===== config.mk =====
export PLATFORM = sky130hd
export DESIGN_NAME = alu_seq_ctrl
export DESIGN_NICKNAME = d
export VERILOG_FILES = /design/src/rtl/alu_pkg.sv /design/src/rtl/alu_nibble.sv /design/src/rtl/alu_seq_ctrl.sv
export SDC_FILE = /design/constraint.sdc
export NUM_CORES = 1
export LEC_CHECK = 0
export BUFFER_PORTS_ARGS = -buffer_cell sky130_fd_sc_hd__buf_4
export CAP_MARGIN = 20
export CELL_PAD_IN_SITES_DETAIL_PLACEMENT = 0
export CELL_PAD_IN_SITES_GLOBAL_PLACEMENT = 1
export CORE_MARGIN = 5
export CORE_UTILIZATION = 45
export DETAILED_ROUTE_END_ITERATION = 10
export GPL_TIMING_DRIVEN = 0
export PLACE_DENSITY = 0.84
export SYNTH_ARGS = -nofsm -noshare
export SYNTH_HDL_FRONTEND = slang
export SYNTH_HIERARCHICAL = 1
export SYNTH_SLANG_ARGS = --single-unit

===== constraint.sdc =====
create_clock -name clk -period 3.2 [get_ports clk]
set_input_delay 0.16 -clock clk [delete_from_list [all_inputs] [get_ports clk]]
set_output_delay 0.16 -clock clk [all_outputs]
set_load 0.01 [all_outputs]

===== src/rtl/alu_pkg.sv =====
// Shared constants for the nibble-serial ALU sequencer: opcodes, FSM states
// and the slice width.
package alu_pkg;

    localparam int ALU_SLICE_W = 4;

    localparam logic [1:0] ALU_OP_ADD = 2'b00;
    localparam logic [1:0] ALU_OP_SUB = 2'b01;
    localparam logic [1:0] ALU_OP_AND = 2'b10;
    localparam logic [1:0] ALU_OP_OR  = 2'b11;

    typedef enum logic [1:0] {
        ST_IDLE = 2'd0,
        ST_RUN  = 2'd1,
        ST_DONE = 2'd2
    } alu_state_t;

endpackage


===== src/rtl/alu_nibble.sv =====
// Purely combinational 4-bit ALU slice; SUB expects the caller to supply
// carry-in = 1 on the least-significant nibble.
module alu_nibble
    import alu_pkg::*;
(
    input  logic [ALU_SLICE_W-1:0] a,
    input  logic [ALU_SLICE_W-1:0] b,
    input  logic [1:0]             opcode,
    input  logic                   cin,
    output logic [ALU_SLICE_W-1:0] r,
    output logic                   cout
);

    logic [ALU_SLICE_W:0] sum;

    always_comb begin
        sum  = '0;
        r    = '0;
        cout = 1'b0;
        case (opcode)
            ALU_OP_ADD: begin
                sum  = {1'b0, a} + {1'b0, b} + {{ALU_SLICE_W{1'b0}}, cin};
                r    = sum[ALU_SLICE_W-1:0];
                cout = sum[ALU_SLICE_W];
            end
            ALU_OP_SUB: begin
                sum  = {1'b0, a} + {1'b0, ~b} + {{ALU_SLICE_W{1'b0}}, cin};
                r    = sum[ALU_SLICE_W-1:0];
                cout = sum[ALU_SLICE_W];
            end
            ALU_OP_AND: r = a & b;
            default:    r = a | b;
        endcase
    end

endmodule


===== src/rtl/alu_seq_ctrl.sv =====
// Nibble-serial WIDTH-bit ADD/SUB/AND/OR sequencer around one shared 4-bit slice.
// Optional result flags (out_zero/out_neg/out_ovf) are enabled by ALU_SEQ_FLAGS_EN.
module alu_seq_ctrl
    import alu_pkg::*;
#(
    parameter int WIDTH = 16
) (
    input  logic             clk,
    input  logic             rst_n,
    input  logic             in_valid,
    output logic             in_ready,
    input  logic [WIDTH-1:0] in_a,
    input  logic [WIDTH-1:0] in_b,
    input  logic [1:0]       in_opcode,
    input  logic             in_cin,
    output logic             out_valid,
    input  logic             out_ready,
    output logic [WIDTH-1:0] out_result,
    output logic             out_cout,
    output logic             busy
`ifdef ALU_SEQ_FLAGS_EN
    ,
    output logic             out_zero,
    output logic             out_neg,
    output logic             out_ovf
`endif
);

    localparam int NSLICES = WIDTH / ALU_SLICE_W;
    localparam int IDX_W   = (NSLICES > 1) ? $clog2(NSLICES) : 1;
    localparam logic [IDX_W-1:0] LAST_IDX = IDX_W'(NSLICES - 1);

    alu_state_t             state_reg, state_next;
    logic [WIDTH-1:0]       a_reg, b_reg;
    logic [1:0]             op_reg;
    logic                   carry_reg, carry_next;
    logic [IDX_W-1:0]       idx_reg, idx_next;
    logic [WIDTH-1:0]       result_reg, result_next;

    logic [ALU_SLICE_W-1:0] a_nib [NSLICES];
    logic [ALU_SLICE_W-1:0] b_nib [NSLICES];
    logic [ALU_SLICE_W-1:0] slice_a, slice_b, slice_r;
    logic                   slice_cout;
    logic                   accept;
    logic                   last_run;

    // Split the captured operands into nibbles and steer the slice result
    // back into its own nibble of the result register.
    genvar gi;
    generate
        for (gi = 0; gi < NSLICES; gi++) begin : g_nib
            assign a_nib[gi] = a_reg[gi*ALU_SLICE_W +: ALU_SLICE_W];
            assign b_nib[gi] = b_reg[gi*ALU_SLICE_W +: ALU_SLICE_W];
            assign result_next[gi*ALU_SLICE_W +: ALU_SLICE_W] =
                (state_reg == ST_RUN && idx_reg == IDX_W'(gi)) ?
                slice_r : result_reg[gi*ALU_SLICE_W +: ALU_SLICE_W];
        end
    endgenerate

    assign slice_a  = a_nib[idx_reg];
    assign slice_b  = b_nib[idx_reg];
    assign accept   = (state_reg == ST_IDLE) && in_valid;
    assign last_run = (state_reg == ST_RUN) && (idx_reg == LAST_IDX);

    alu_nibble u_slice (
        .a      (slice_a),
        .b      (slice_b),
        .opcode (op_reg),
        .cin    (carry_reg),
        .r      (slice_r),
        .cout   (slice_cout)
    );

    always_comb begin
        state_next = state_reg;
        idx_next   = idx_reg;
        carry_next = carry_reg;
        case (state_reg)
            ST_IDLE: begin
                if (in_valid) begin
                    state_next = ST_RUN;
                    idx_next   = '0;
                    // SUB is a + ~b + 1, so the first nibble starts with carry 1
                    carry_next = (in_opcode == ALU_OP_ADD) ? in_cin :
                                 (in_opcode == ALU_OP_SUB);
                end
            end
            ST_RUN: begin
                carry_next = slice_cout;
                if (idx_reg == LAST_IDX) state_next = ST_DONE;
                else                     idx_next   = idx_reg + 1'b1;
            end
            ST_DONE: begin
                if (out_ready) state_next = ST_IDLE;
            end
            default: state_next = ST_IDLE;
        endcase
    end

    always_ff @(posedge clk or negedge rst_n) begin
        if (!rst_n) begin
            state_reg  <= ST_IDLE;
            a_reg      <= '0;
            b_reg      <= '0;
            op_reg     <= '0;
            carry_reg  <= 1'b0;
            idx_reg    <= '0;
            result_reg <= '0;
        end else begin
            state_reg  <= state_next;
            idx_reg    <= idx_next;
            carry_reg  <= carry_next;
            result_reg <= result_next;
            if (accept) begin
                a_reg  <= in_a;
                b_reg  <= in_b;
                op_reg <= in_opcode;
            end
        end
    end

`ifdef ALU_SEQ_FLAGS_EN
    logic zero_reg, neg_reg, ovf_reg;
    logic b_msb_eff;
    logic arith_op;

    assign b_msb_eff = (op_reg == ALU_OP_SUB) ? ~slice_b[ALU_SLICE_W-1] : slice_b[ALU_SLICE_W-1];
    assign arith_op  = (op_reg == ALU_OP_ADD) || (op_reg == ALU_OP_SUB);

    // Overflow when both effective operand signs agree but the result sign differs;
    // equivalent to carry-into-MSB XOR carry-out of the top slice.
    always_ff @(posedge clk or negedge rst_n) begin
        if (!rst_n) begin
            zero_reg <= 1'b0;
            neg_reg  <= 1'b0;
            ovf_reg  <= 1'b0;
        end else if (last_run) begin
            zero_reg <= (result_next == '0);
            neg_reg  <= slice_r[ALU_SLICE_W-1];
            ovf_reg  <= arith_op && (slice_a[ALU_SLICE_W-1] == b_msb_eff) &&
                        (slice_r[ALU_SLICE_W-1] != slice_a[ALU_SLICE_W-1]);
        end
    end

    assign out_zero = zero_reg;
    assign out_neg  = neg_reg;
    assign out_ovf  = ovf_reg;
`else
    logic unused_last_run;
    assign unused_last_run = last_run;
`endif

    assign in_ready   = (state_reg == ST_IDLE);
    assign out_valid  = (state_reg == ST_DONE);
    assign busy       = (state_reg != ST_IDLE);
    assign out_result = result_reg;
    assign out_cout   = carry_reg;

endmodule


Word level (Yosys, flattened, before mapping)
Cells that the tools add are included.
- flip-flop bits (word level): 55
- latch bits: 0
- memory bits (writable): 0
- ROM bits: 0
- input port bits: 39
- output and inout bits: 20
- word-level logic and storage cells: 64
- memories kept: 0
- add/sub/neg operators: 5
- $mul: 0
- divide/modulo/power cells: 0
- order comparisons: 1
- equal/unequal tests: 12
- shifts and indexed selects: 0
- multiplexer cells: 18
- bitwise gates (word level): 4
- reduce and logical (&&, ||, !) cells: 14
- operator list (operator ; count):
    binary-select mux 4 bit (select 2 bit) ; 2
    two-way mux 4 bit ; 4
    one-hot mux 4 bit (3 select lines) ; 1
    adder 4 x 4 -> 5 bit ; 2
    adder 5 x 1 -> 5 bit ; 2
    two-way mux 2 bit ; 5
    == test 2 x 1 -> 1 bit, second input constant ; 4
    == test 2 bit, second input constant ; 4
    logical NOT 2 bit ; 4
    one-hot mux 2 bit (3 select lines) ; 1
    AND reduction 3 bit ; 2
    logical AND 1 bit ; 5
    AND 4 bit ; 1
    inequality test 2 x 1 -> 1 bit, second input constant ; 2
    inequality test 2 bit, second input constant ; 2
    NOT 4 bit ; 1
    OR 4 bit ; 1
    one-hot mux 1 bit (2 select lines) ; 2
    one-hot mux 2 bit (2 select lines) ; 1
    nonzero test 2 bit ; 2
    >= comparator 3 bit, second input constant ; 1
    NOT 2 -> 3 bit ; 1
    adder 2 x 1 -> 2 bit, second input constant ; 1
    two-way mux 1 bit ; 2
    AND reduction 2 bit ; 1

Logic depth before layout (Yosys ltp)
- depth after elaboration: 9
- depth in mapped cells: 12
- mapped depth without buffers: 11

Hierarchy
The synthesis kept the hierarchy.
- by module, submodules not included (module ; times used ; cells an instance ; area an instance (µm²) ; seq. area each (µm²)):
    alu_seq_ctrl ; 1 ; 150 ; 2521.2 ; 1376.3
    alu_nibble ; 1 ; 63 ; 473.0 ; 0.0

Worst setup path before layout
Ideal clock, no wire load.
- kind: reg-to-reg
- start point: register idx_reg[0]
- end point: register result_reg[13], in the netlist out_result[13]
- library setup time: 125 ps
- arrival time: 2668 ps
- data required time: 3075 ps
- path slack: 408 ps
- cell stages (with the launch flop): 9
- buffers on the path: 1
- period minus slack after synthesis: 2792 ps
- cells stage by stage: dfrtp_1 buf_2 mux4_2 fa_1 inv_1 fa_1 a211oi_1 a21oi_1 mux2_2
- cells in the longest elaborated chain, start to end: 8
- elaborated cells on any way between the ends: 17
- those cells by class: 4 x add/sub; 1 x eq/ne; 7 x mux; 4 x bitwise; 1 x reduce/logical
- ends and longest elaborated chain (what ; RTL line ; source):
    start, declared ; alu_seq_ctrl.sv:37 ; logic [IDX_W-1:0] idx_reg, idx_next;
    start signal, assigned ; alu_seq_ctrl.sv:111 ; idx_reg <= idx_next;
    NOT 2 -> 3 bit (implied by the code) (*) ; alu_seq_ctrl.sv:61 ; assign slice_b = b_nib[idx_reg];
    binary-select mux 4 bit (select 2 bit) (*) ; alu_seq_ctrl.sv:61 ;
    two-way mux 4 bit (implied by the code) (*) (2 in a row) ; alu_seq_ctrl.sv:61 ;
    named net slice_b[0] ; alu_seq_ctrl.sv:42 ; logic [ALU_SLICE_W-1:0] slice_a, slice_b, slice_r;
    NOT 4 bit ; alu_nibble.sv:27 ; sum = {1'b0, a} + {1'b0, ~b} + {{ALU_SLICE_W{1'b0}}, cin};
    adder 4 x 4 -> 5 bit ; alu_nibble.sv:27 ;
    adder 5 x 1 -> 5 bit ; alu_nibble.sv:27 ;
    one-hot mux 4 bit (3 select lines) (*) ; alu_nibble.sv:20 ; case (opcode)
    named net slice_r[1] ; alu_seq_ctrl.sv:42 ;
    end signal, assigned ; alu_seq_ctrl.sv:113 ; result_reg <= result_next;
    end, declared ; alu_seq_ctrl.sv:38 ; logic [WIDTH-1:0] result_reg, result_next;
The timed path passes the listed nets; every way through them passes the cells marked *. The select of a mux whose other input is x is not followed.
A chain may end at the register's enable or synchronous reset.

Worst setup path after layout
- start point: register idx_reg[0]
- end point: register result_reg[1], in the netlist out_result[1]
Same word-level chain as after synthesis.

==> impl_metrics.sql <==
INSERT INTO impl_metrics (metric_group, metric, value, unit) VALUES
('status', 'status', 'finished, final reports clean', ''),
('timing', 'finalSetupTns', '0', 'ps'),
('worst_setup_path', 'worst-r2r-setup-slack', '230', 'ps'),
('drt', 'count_of_unresolved_drc_violations_after_routing', '0', ''),
('die', 'fp.dieH', '91.6', 'um'),
('drt', 'route.detailed.vias_per_inst', '5.07', ''),
('synthesis', 'post_synthesis_average_cell_area', '14.1', 'um2'),
('power_and_ir_drop', 'vdd_ir_drop_max', '0.404', 'mV'),
('synthesis', 'number_of_instances_in_the_synthesized_netlist', '213', ''),
('layout', 'area.growth.synth_to_final', '21.6', '%'),
('worst_setup_path', 'critPathKind', 'register to register', ''),
('power_and_ir_drop', 'pwr_density_cell', '1180', 'nW/um2'),
('synthesis', 'synth_enable_flop_cells', '0', ''),
('placement', 'placement.io_buffers', '58', ''),
('timing', 'layout_setup_ws', '227', 'ps'),
('synthesis', 'synth_most_common_cell', 'sky130_fd_sc_hd__dfrtp_1', ''),
('synthesis', 'yosys_register_bits', '55', ''),
('timing', 'min_period', '2970', 'ps'),
('power_and_ir_drop', 'leakage', '1.73', 'nW'),
('placement', 'post_dp_cell_area', '3530', 'um2'),
('synthesis', 'synth_top_flop_cell', 'sky130_fd_sc_hd__dfrtp_1', ''),
('drt', 'dr_wl_met2', '2700', 'um'),
('worst_setup_path', 'critical_path.startpoint', 'idx_reg[0]', ''),
('global_routing', 'grt_antenna_before_repair', '0', ''),
('drt', 'num_vias', '1810', ''),
('placement', 'pre_cts_ws', '57.1', 'ps'),
('drt', 'detail_route.wirelength', '5600', 'um'),
('clocking', 'tritoncts', 'yes', ''),
('global_routing', 'grt_overflow_total', '0', ''),
('die', 'placementRows', '29', ''),
('layout', 'drive_above_1_share', '48.6', '%'),
('min_path', 'hold_class', 'input pin to register', ''),
('layout', 'nets', '337', ''),
('worst_setup_path', 'critical_path_arrival', '3180', 'ps'),
('global_routing', 'globalRouteTotalUtil', '14.5', '%'),
('die', 'i_o_pin_cnt', '59', ''),
('worst_setup_path', 'critical_path.cell_chain', 'clkbuf_4, mux4_2, fa_1, inv_1, fa_1, a211oi_1, a21oi_1, mux2_2', ''),
('drt', 'routed-wl-met3', '225', 'um'),
('clocking', 'cts.sink_count', '55', ''),
('synthesis', 'synth_seq_area_share', '46.0', '%'),
('synthesis', 'netlist_top_cells_area', 'sky130_fd_sc_hd__dfrtp_1, sky130_fd_sc_hd__mux2_4, sky130_fd_sc_hd__mux2_2', ''),
('layout', 'area_of_the_multi_input_gates', '1470', 'um2'),
('placement', 'place_hpwl', '4260', 'um'),
('die', 'initial_core_utilization', '46.6', '%'),
('synthesis', 'yosys.area.top_type', 'sky130_fd_sc_hd__dfrtp_1', ''),
('worst_setup_path', 'reg2reg_to', 'out_result[1]', ''),
('synthesis', 'synth.top_cell.area_share', '46.0', '%'),
('die', 'core_region_area', '6420', 'um2'),
('timing', 'final-setup-viol-count', '0', ''),
('clocking', 'clock_latency', '310', 'ps'),
('synthesis', 'yosys.cell_types.count', '34', ''),
('synthesis', 'synth_top_family_by_area', 'multiplexers', ''),
('drt', 'detail_route.iter0.violations', '60', ''),
('clocking', 'cts.clk_slew.worst_paths', '100', 'ps'),
('worst_setup_path', 'worst_setup_path_end_kind', 'register', ''),
('layout', 'final-seq-area', '1380', 'um2'),
('synthesis', 'post_synth_and_or_nand_nor_area_fraction', '4.89', '%'),
('drt', 'drt-met1-wl', '2610', 'um'),
('timing', 'timing_worst_slew_pin_value', '691', 'ps'),
('layout', 'fillerInstances', '546', ''),
('layout', 'diodes', '0', ''),
('worst_setup_path', 'cp-start-kind', 'register', ''),
('timing', 'timing.final.max_slew_violations', '0', ''),
('clocking', 'cts_root_buffer', 'sky130_fd_sc_hd__clkbuf_8', ''),
('synthesis', 'post_synth_mux_area_share', '29.1', '%'),
('clocking', 'cts_bufs_inserted', '5', ''),
('timing', 'layout_worst_path_cycle_share', '92.9', '%'),
('synthesis', 'synth.yosys.warnings', '6', ''),
('worst_setup_path', 'timing.reg2reg.worst_path_depth', '8', ''),
('drt', 'firstDrtPassIters', '4', ''),
('worst_setup_path', 'critPathSlowestCell', 'sky130_fd_sc_hd__mux4_2', '');
## placed cells by master, fill, tap and decap left out, drive strengths merged
cell type / instances
a211oi: 1
clkinv: 1
and2: 2
nor2: 10
a221oi: 2
buf: 63
a21oi: 4
dlygate4sd3: 1
nand2b: 4
o21ai: 7
nand3: 1
nor2b: 2
nand2: 7
clkinvlp: 1
a22o: 3
inv: 17
o211ai: 2
mux2i: 2
and2b: 1
xor2: 2
clkbuf: 9
dfrtp: 55
mux4: 8
ha: 15
o21bai: 2
and3b: 1
mux2: 50
or3: 1
o21ba: 1
fa: 4
a211o: 1
## per-stage QoR
step / hold slack (ps) / total power [mW] / cells / util, %
2_1_floorplan: -136 / 3.23 / 213 / -
3_3_place_gp: 245 / 3.85 / 348 / 54.9
3_5_place_dp: 259 / 3.92 / 348 / 54.9
4_1_cts: 26.5 / 4.35 / 357 / 56.6
5_1_grt: 48.5 / 4.73 / 357 / 56.7
6_report: 35.4 / 4.30 / 357 / 56.7
## how the worst min path moves through the flow
stage                     slack, ps        endpoint       from
after floorplan                -140        a_reg[0]      rst_n
after global placement          250  out_result[13]      rst_n
after detailed placement        260  out_result[13]      rst_n
after CTS                        30    state_reg[1]  out_ready
after global routing             50        b_reg[6]    in_b[6]
final                            40    state_reg[1]  out_ready
## routing by layer
layer / up-vias / global-route usage (%)
li1: 874 / -
met1: 892 / 18.9
met2: 36 / 23.6
met3: 8 / 3.72
met4: 0 / 4.52
met5: - / 0
## timing repair
action,CTS,global route
endpoints found under the setup margin,0,13
resized for setup,0,4
hold endpoints to repair,55,0
hold buffers,1,0
buffers inserted,0,0
## cells by family (layout without fill, tap and decap cells)
logic type	after synthesis	in the layout
fa+ha+maj	19	19
buf+inv	25	92
flops	55	55
compound gates	23	23
xor+xnor	2	2
simple gates	29	29
mux	60	60
## final cells by class
class	instances	share of cell area [%]
Clock inverter	2	0.447
Inverter	17	1.75
Clock buffer	6	2.27
Timing Repair Buffer	59	12.2
Multi-Input combinational cell	133	40.3
Buffer	8	2.54
Tap cell	77	2.65
Sequential cell	55	37.8
## power by group
part | switching [mW] | leakage [nW] | internal, mW | total [mW]
registers | 0.214 | 0.650 | 1.06 | 1.27
clock network | 0.233 | 0.0474 | 0.177 | 0.411
logic | 1.20 | 1.03 | 1.42 | 2.62
Note: power is estimated with default switching activity, not from simulation.
